`src/rtl/wide_add_pkg.sv`:
```
// Shared types and constants for the wide-operand add sequencer.
package wide_add_pkg;

  localparam int SLICE_W = 16;

  typedef enum logic [1:0] {
    IDLE = 2'd0,
    RUN  = 2'd1,
    DONE = 2'd2
  } state_e;

  // Width of the slice index; never below 1 so the counter always exists.
  function automatic int clog2(input int value);
    int result;
    result = 0;
    while ((1 << result) < value) result++;
    if (result < 1) result = 1;
    return result;
  endfunction

endpackage

```
`src/rtl/wide_add_sequencer.sv`:
```
// Sequences an N x 16-bit add through an external combinational 16-bit adder,
// one slice per cycle. Define WIDE_ADD_OVF_EN to add the signed-overflow output out_ovf.
module wide_add_sequencer
  import wide_add_pkg::*;
#(
  parameter int WORDS = 4
) (
  input  logic                     clk,
  input  logic                     rst,
  input  logic                     in_valid,
  output logic                     in_ready,
  input  logic [SLICE_W*WORDS-1:0] in_a,
  input  logic [SLICE_W*WORDS-1:0] in_b,
  input  logic                     in_cin,
  output logic [SLICE_W-1:0]       add_a,
  output logic [SLICE_W-1:0]       add_b,
  output logic                     add_cin,
  input  logic [SLICE_W-1:0]       add_sum,
  input  logic                     add_cout,
  output logic                     out_valid,
  input  logic                     out_ready,
  output logic [SLICE_W*WORDS-1:0] out_sum,
  output logic                     out_cout
`ifdef WIDE_ADD_OVF_EN
  ,
  output logic                     out_ovf
`endif
);

  localparam int W     = SLICE_W * WORDS;
  localparam int IDX_W = clog2(WORDS);
  localparam logic [IDX_W-1:0] LAST_IDX = IDX_W'(WORDS - 1);

  state_e               state_q, state_d;
  logic [IDX_W-1:0]     idx_q, idx_d;
  logic [W-1:0]         a_q, a_d;
  logic [W-1:0]         b_q, b_d;
  logic                 cin_q, cin_d;
  logic                 carry_q, carry_d;
  logic [W-1:0]         sum_q, sum_d;
  logic                 cout_q, cout_d;
  logic                 valid_q, valid_d;
  logic [SLICE_W-1:0]   add_a_q, add_a_d;
  logic [SLICE_W-1:0]   add_b_q, add_b_d;
  logic                 add_cin_q, add_cin_d;
`ifdef WIDE_ADD_OVF_EN
  logic                 ovf_q, ovf_d;
`endif

  always_comb begin
    state_d = state_q;
    idx_d   = idx_q;
    a_d     = a_q;
    b_d     = b_q;
    cin_d   = cin_q;
    carry_d = carry_q;
    sum_d   = sum_q;
    cout_d  = cout_q;
    valid_d = valid_q;
`ifdef WIDE_ADD_OVF_EN
    ovf_d   = ovf_q;
`endif

    case (state_q)
      IDLE: begin
        if (in_valid) begin
          a_d     = in_a;
          b_d     = in_b;
          cin_d   = in_cin;
          idx_d   = '0;
          state_d = RUN;
        end
      end
      RUN: begin
        sum_d[SLICE_W*idx_q +: SLICE_W] = add_sum;
        carry_d = add_cout;
        idx_d   = idx_q + IDX_W'(1);
        if (idx_q == LAST_IDX) begin
          cout_d  = add_cout;
`ifdef WIDE_ADD_OVF_EN
          // Carry into the MSB is recovered from the MSB sum bit and its operands.
          ovf_d   = add_a_q[SLICE_W-1] ^ add_b_q[SLICE_W-1] ^ add_sum[SLICE_W-1] ^ add_cout;
`endif
          idx_d   = '0;
          valid_d = 1'b1;
          state_d = DONE;
        end
      end
      DONE: begin
        if (out_ready) begin
          valid_d = 1'b0;
          state_d = IDLE;
        end
      end
      default: begin
        state_d = IDLE;
        valid_d = 1'b0;
      end
    endcase

    // Adder inputs are registered one slice ahead so they are glitch-free and zero when idle.
    add_a_d   = '0;
    add_b_d   = '0;
    add_cin_d = 1'b0;
    if (state_d == RUN) begin
      add_a_d   = a_d[SLICE_W*idx_d +: SLICE_W];
      add_b_d   = b_d[SLICE_W*idx_d +: SLICE_W];
      add_cin_d = (idx_d == '0) ? cin_d : carry_d;
    end
  end

  always_ff @(posedge clk) begin
    if (rst) begin
      state_q   <= IDLE;
      idx_q     <= '0;
      carry_q   <= 1'b0;
      sum_q     <= '0;
      cout_q    <= 1'b0;
      valid_q   <= 1'b0;
      add_a_q   <= '0;
      add_b_q   <= '0;
      add_cin_q <= 1'b0;
`ifdef WIDE_ADD_OVF_EN
      ovf_q     <= 1'b0;
`endif
    end else begin
      state_q   <= state_d;
      idx_q     <= idx_d;
      carry_q   <= carry_d;
      sum_q     <= sum_d;
      cout_q    <= cout_d;
      valid_q   <= valid_d;
      add_a_q   <= add_a_d;
      add_b_q   <= add_b_d;
      add_cin_q <= add_cin_d;
`ifdef WIDE_ADD_OVF_EN
      ovf_q     <= ovf_d;
`endif
    end
    a_q   <= a_d;
    b_q   <= b_d;
    cin_q <= cin_d;
  end

  assign in_ready  = (state_q == IDLE) && !rst;
  assign add_a     = add_a_q;
  assign add_b     = add_b_q;
  assign add_cin   = add_cin_q;
  assign out_valid = valid_q;
  assign out_sum   = sum_q;
  assign out_cout  = cout_q;
`ifdef WIDE_ADD_OVF_EN
  assign out_ovf   = ovf_q;
`endif

endmodule

```
`config.mk`:
```
export PLATFORM = sky130hd
export DESIGN_NAME = wide_add_sequencer
export DESIGN_NICKNAME = d
export VERILOG_FILES = /design/src/rtl/wide_add_pkg.sv /design/src/rtl/wide_add_sequencer.sv
export SDC_FILE = /design/constraint.sdc
export NUM_CORES = 1
export LEC_CHECK = 0
export ABC_AREA = 1
export CAP_MARGIN = 15
export CORE_ASPECT_RATIO = 0.5
export CORE_MARGIN = 4
export CORE_UTILIZATION = 30
export CTS_BUF_LIST = sky130_fd_sc_hd__clkbuf_2
export DETAILED_ROUTE_END_ITERATION = 10
export PLACE_DENSITY = 0.51
export SYNTH_ARGS = -nofsm -noshare
export SYNTH_HDL_FRONTEND = slang
export SYNTH_SLANG_ARGS = --single-unit
```
`constraint.sdc`:
```
create_clock -name clk -period 2.5 [get_ports clk]
set_input_delay 0.5 -clock clk [delete_from_list [all_inputs] [get_ports clk]]
set_output_delay 0.5 -clock clk [all_outputs]
set_load 0.02 [all_outputs]
```
### After elaboration in Yosys (flattened, before gate mapping)

Index checks and enable logic that the tools add are counted.

* add/sub/neg operators: 2
* eq/ne operators: 6
* shift operators: 4
* muxes and demuxes: 19
* bitwise gates (word level): 2
* reduce and logical (&&, ||, !) cells: 7

Operator list (count)
* 64-bit two-way mux: 4
* 64-bit by 7-bit variable part select with 16-bit output: 2
* 64-bit bitwise mux: 1
* 16-bit by 34-bit variable shift with 64-bit output (first input constant): 1
* 16-bit by 34-bit variable part select with 64-bit output: 1
* 6-bit negation with 34-bit output: 1
* 2-bit two-way mux: 5
* 1-bit two-way mux: 6
* 2-bit one-hot mux with 3 select lines: 1
* 2-bit by 1-bit equality test with 1-bit output (second input constant): 2
* 2-bit equality test (second input constant): 2
* 2-bit logical NOT: 2
* 2-bit != test (second input constant): 2
* 2-bit one-hot mux with 2 select lines: 1
* 1-bit one-hot mux with 3 select lines: 1
* 3-bit AND reduction: 1
* 2-bit by 1-bit adder with 2-bit output (second input constant): 1
* 1-bit inverter: 2
* 2-bit AND reduction: 1
* 2-bit OR reduction: 1
* 1-bit logical AND: 1
* 1-bit logical NOT: 1

* register bits: 233
* input bits: 150
* output and inout bits: 100

### Depth between registers and ports, before layout

* depth after elaboration: 6
* gate-level depth with buffers: 10
* depth with buffers taken out: 9

### Least setup slack after synthesis

OpenSTA, ideal clock, no wires.

* path type: flip-flop to flip-flop
* start: register idx_q[0]
* end: register sum_q[10], in the netlist out_sum[10]
* library setup time: 86 ps
* arrival time: 2181 ps
* path slack: 233 ps
* stages on the path, launching flop included: 10
* buffers on the path: 4
* path through: dfxtp_1 buf_2 inv_2 clkbuf_1 ha_1 clkbuf_1 nor2_1 buf_2 a31oi_1 a211oi_1

* word-level cells in the longest chain between the ends: 3

Ends and longest elaborated chain
* start, declared: line wide_add_sequencer.sv:35 `logic [IDX_W-1:0] idx_q, idx_d;`
* start signal, assigned: line wide_add_sequencer.sv:128 `idx_q <= idx_d;`
* 6-bit negation with 34-bit output *: line wide_add_sequencer.sv:75 `sum_d[SLICE_W*idx_q +: SLICE_W] = add_sum;`
* 16-bit by 34-bit variable part select with 64-bit output / 16-bit by 34-bit variable shift with 64-bit output (equally long branches): line wide_add_sequencer.sv:75
* 64-bit bitwise mux *: line wide_add_sequencer.sv:75
* end signal, assigned: line wide_add_sequencer.sv:130 `sum_q <= sum_d;`
* end, declared: line wide_add_sequencer.sv:40 `logic [W-1:0] sum_q, sum_d;`

Every way passes the cells marked *; elsewhere a longest branch is shown, timed or not.
A chain may end at the register's enable or synchronous reset.

### Final worst setup path

* start: register state_q[1]
* end: output in_ready

* word-level cells in the longest chain between the ends: 2

Ends and longest elaborated chain
* start, declared: line wide_add_sequencer.sv:34 `state_e state_q, state_d;`
* start signal, assigned: line wide_add_sequencer.sv:127 `state_q <= state_d;`
* 2-bit logical NOT: line wide_add_sequencer.sv:145 `assign in_ready = (state_q == IDLE) && !rst;`
* 1-bit logical AND: line wide_add_sequencer.sv:145
* end, declared: line wide_add_sequencer.sv:11 `output logic in_ready,`

Every way passes these cells.

==> flow_summary.yaml <==
timing:
  drv_slew: 0
  fin_ws_ps: 156
  skew_ps: 65.9
  min_period_over_period_pct: 93.7
  worstMarginPinSlew_ps: 773
  period_needed_ps: 2340
  finalHoldViolCount: 0
  finalSetupTns_ps: 0
  slew_headroom_pct: 48.5
  rsz0062_at_grt: "no"
  setup_viol: 0
  fmax_mhz: 427
final_layout:
  nFillCells: 3730
  area_growth_pct: 34.0
  stdcell_count: 2251
  nNetsFinal: 1904
  drive_gt1_share_pct: 7.00
logic_synthesis:
  synth.cell_area_um2: 10400
  yosysSeqAreaShare_pct: 44.8
  synth_fp_nets: 1662
  synth_cell_types: 25
  syn_inst: 1506
  ys_ff_latch: 233
  yosysTopAreaCellShare_pct: 44.8
  synth_top_area_cell: "dfxtp_1"
  avgSynthCellArea_um2: 6.91
  yosys_warnings: 0
  synth_area_leaders: "dfxtp_1, nand2_1, inv_1"
hold_path:
  hp-start: "add_cout"
  hp-class: "input pin to flip-flop"
  worstHoldEndpoint: "out_cout"
  holdPathStages: 3
setup_path:
  reg2reg_depth: 9
  cp.required_ps: 2000
  path_buf_inv: 1
  r2r-end: "add_a[3]"
  crit-reg2reg-launch: "idx_q[0]"
  critical_path.max_stage_delay_ps: 420
  cp-end-kind: "output pin"
  critPathLaunchType: "flip-flop"
  path_delay_family: "flip-flops"
  cp_max_fo: 5
  regToRegSetupSlack_ps: 560
  crit_chain: "nor3_1 > dlygate4sd1_1"
  critPathSlowestCell: "dfxtp_1"
  path_class: "flip-flop to output pin"
  crit_arrival_ps: 1840
die:
  start_util_pct: 30.9
  core_area_um2: 33600
  fp.dieH_um: 140
  fp.dieW_um: 271
  ios: 250
  die_area_um2: 37900
  rows: 47
clock_tree:
  cts_root_buf: "clkbuf_2"
  cts_max_path_buffers: 3
  clk_pin_slew_ps: 110
  htreeDepth: 2
  cts_buffers: 54
  cts.sinks: 233
  clk_latency_ps: 900
  cts_tree: "done"
  postCtsSetupBuffers: 0
status:
  status: "completed"
drt:
  wl_per_cell_um: 15.7
  drt-total-wl_mm: 35.3
  routed_via_density: 4.35
  dr_total_vias: 9801
  ant_nets: 0
  dr.pass1.iters: 7
  drc: 0
  drt_iter0_markers: 579
grt:
  grt_pass1_vias: 9425
  grt_antenna_before_repair: 4
  grt_pass1_wl_mm: 54.5
  grt-ovfl-total: 0
  grt_max_degree: 129
  grt_usage_pct: 18.1
power_and_ir_drop:
  vdd_drop_max_mv: 0.225
  leakage_nw: 7.36
  power.density_nw_per_um2: 627
place:
  hpwl_mm: 24.3
  io_buffers: 249
  pre_cts_ws_ps: 582
  placed_cells: 2156
  globalplace.congestion: 0.766
flow_run:
  cap_violations: 0
area by class of cell:
class	instances	area, um^2	share of cell area (%)
repair buffers	278	2830	20.3
well taps	465	582	4.17
multi-input cells	838	4080	29.3
clock buffers	77	385	2.76
clock inverters	16	118	0.843
flip-flops and latches	233	4660	33.4
diodes	1	2.50	0.0179
inverters	343	1290	9.23
tightest hold or removal path, delay by kind of cell:
family	cells	cell delay [ps]
buf+inv	1	430
simple gates	1	90
compound gates	1	60
flip-flops by register name, summed over array words and instances, names as in the netlist:
name	count
a_q	64
b_q	64
out_sum	64
add_a	16
add_b	16
idx_q	2
state_q	2
add_cin	1
carry_q	1
cin_q	1
out_cout	1
out_valid	1
logic make-up after synthesis:
kind of cell | Yosys count | share of synthesized area (%)
and+or+nand+nor | 698 | 30.5
buffers and inverters | 435 | 16.3
DFF | 233 | 44.8
AOI/OAI and AO/OA | 134 | 7.66
adders and majority gates | 6 | 0.721
worst max path at each step:
stage | start | end | slack [ps] | cells past startpoint
after floorplan | idx_q[0] | out_sum[10] | 230 | 9
after global placement | state_q[1] | add_a[0] | 610 | 7
after detailed placement | idx_q[1] | out_sum[47] | 580 | 8
after CTS | out_sum[1] | out_sum[1] | 0.5 | 1
after global routing | out_sum[51] | out_sum[51] | 0.4 | 1
final | state_q[1] | in_ready | 160 | 2
synth_stat cells:
library cell  count
a211oi_1         32
a21oi_1          66
a221oi_1          1
a31oi_1          32
buf_1             2
buf_2            47
clkbuf_1         43
dfxtp_1         233
ha_1              6
inv_1           338
inv_2             5
nand2_1         450
nand2_2           2
nand3_1         107
nand3b_1         96
nand4_1           8
nor2_1           21
nor2_2            2
nor2_4            1
nor3_1            1
o21a_1            1
o21ai_0           1
o21ai_1           1
or2_2             2
or3_1             8
metrics by stage:
| step | hold slack, ps | utilization (%) | power (mW) | area (um^2) |
|---|---|---|---|---|
| floorplan | 481 | - | 5.41 | 10400 |
| global placement | 443 | 39.9 | 6.23 | 13400 |
| detailed placement | 443 | 39.9 | 6.24 | 13400 |
| CTS | 113 | 41.3 | 8.93 | 13900 |
| global route | 139 | 41.5 | 9.35 | 13900 |
| finish | 239 | 41.5 | 8.75 | 13900 |
report_power, final:
| part | switching, mW | internal [mW] | total, mW |
|---|---|---|---|
| sequential | 0.106 | 4.10 | 4.21 |
| clock | 1.60 | 1.03 | 2.63 |
| combinational | 1.13 | 0.787 | 1.92 |
| total | 2.83 | 5.92 | 8.75 |
placed cells by master (no fill, tap or decap), types with 2 or more instances in the layout:
cell and count:
clkdlybuf4s50_1 202, dlymetal6s2s_1 17, buf_12 9, inv_1 338
dlygate4sd2_1 27, or2_2 2, inv_2 5, or3_1 8
clkbuf_2 77, buf_4 20, a31oi_1 32, nor2_1 20
nand3_1 106, a21oi_1 66, ha_1 6, nand4_1 8
bufinv_16 2, nand3b_1 96, dfxtp_1 233, nand2_1 450
a211oi_1 32, nor2_4 3, clkinv_1 13
routing by layer:
layer / up-vias / share of wire (%) / GRT usage, % / wire length (um)
met5: - / 0 / 0 / 0
met4: 0 / 1.4 / 3.94 / 485
met3: 50 / 5.3 / 3.84 / 1870
met2: 227 / 46 / 30.0 / 16300
met1: 4448 / 47 / 24.3 / 16600
li1: 5076 / - / - / -
timing repair:
| item | in CTS | in global routing |
|---|---|---|
| hold endpoints to repair | 4 | 0 |
| hold buffers | 1 | 0 |
| resized for setup | 29 | 18 |
| pin swaps | 0 | 0 |
| endpoints found under the setup margin | 28 | 18 |
Note: power is estimated with default switching activity, not from simulation.
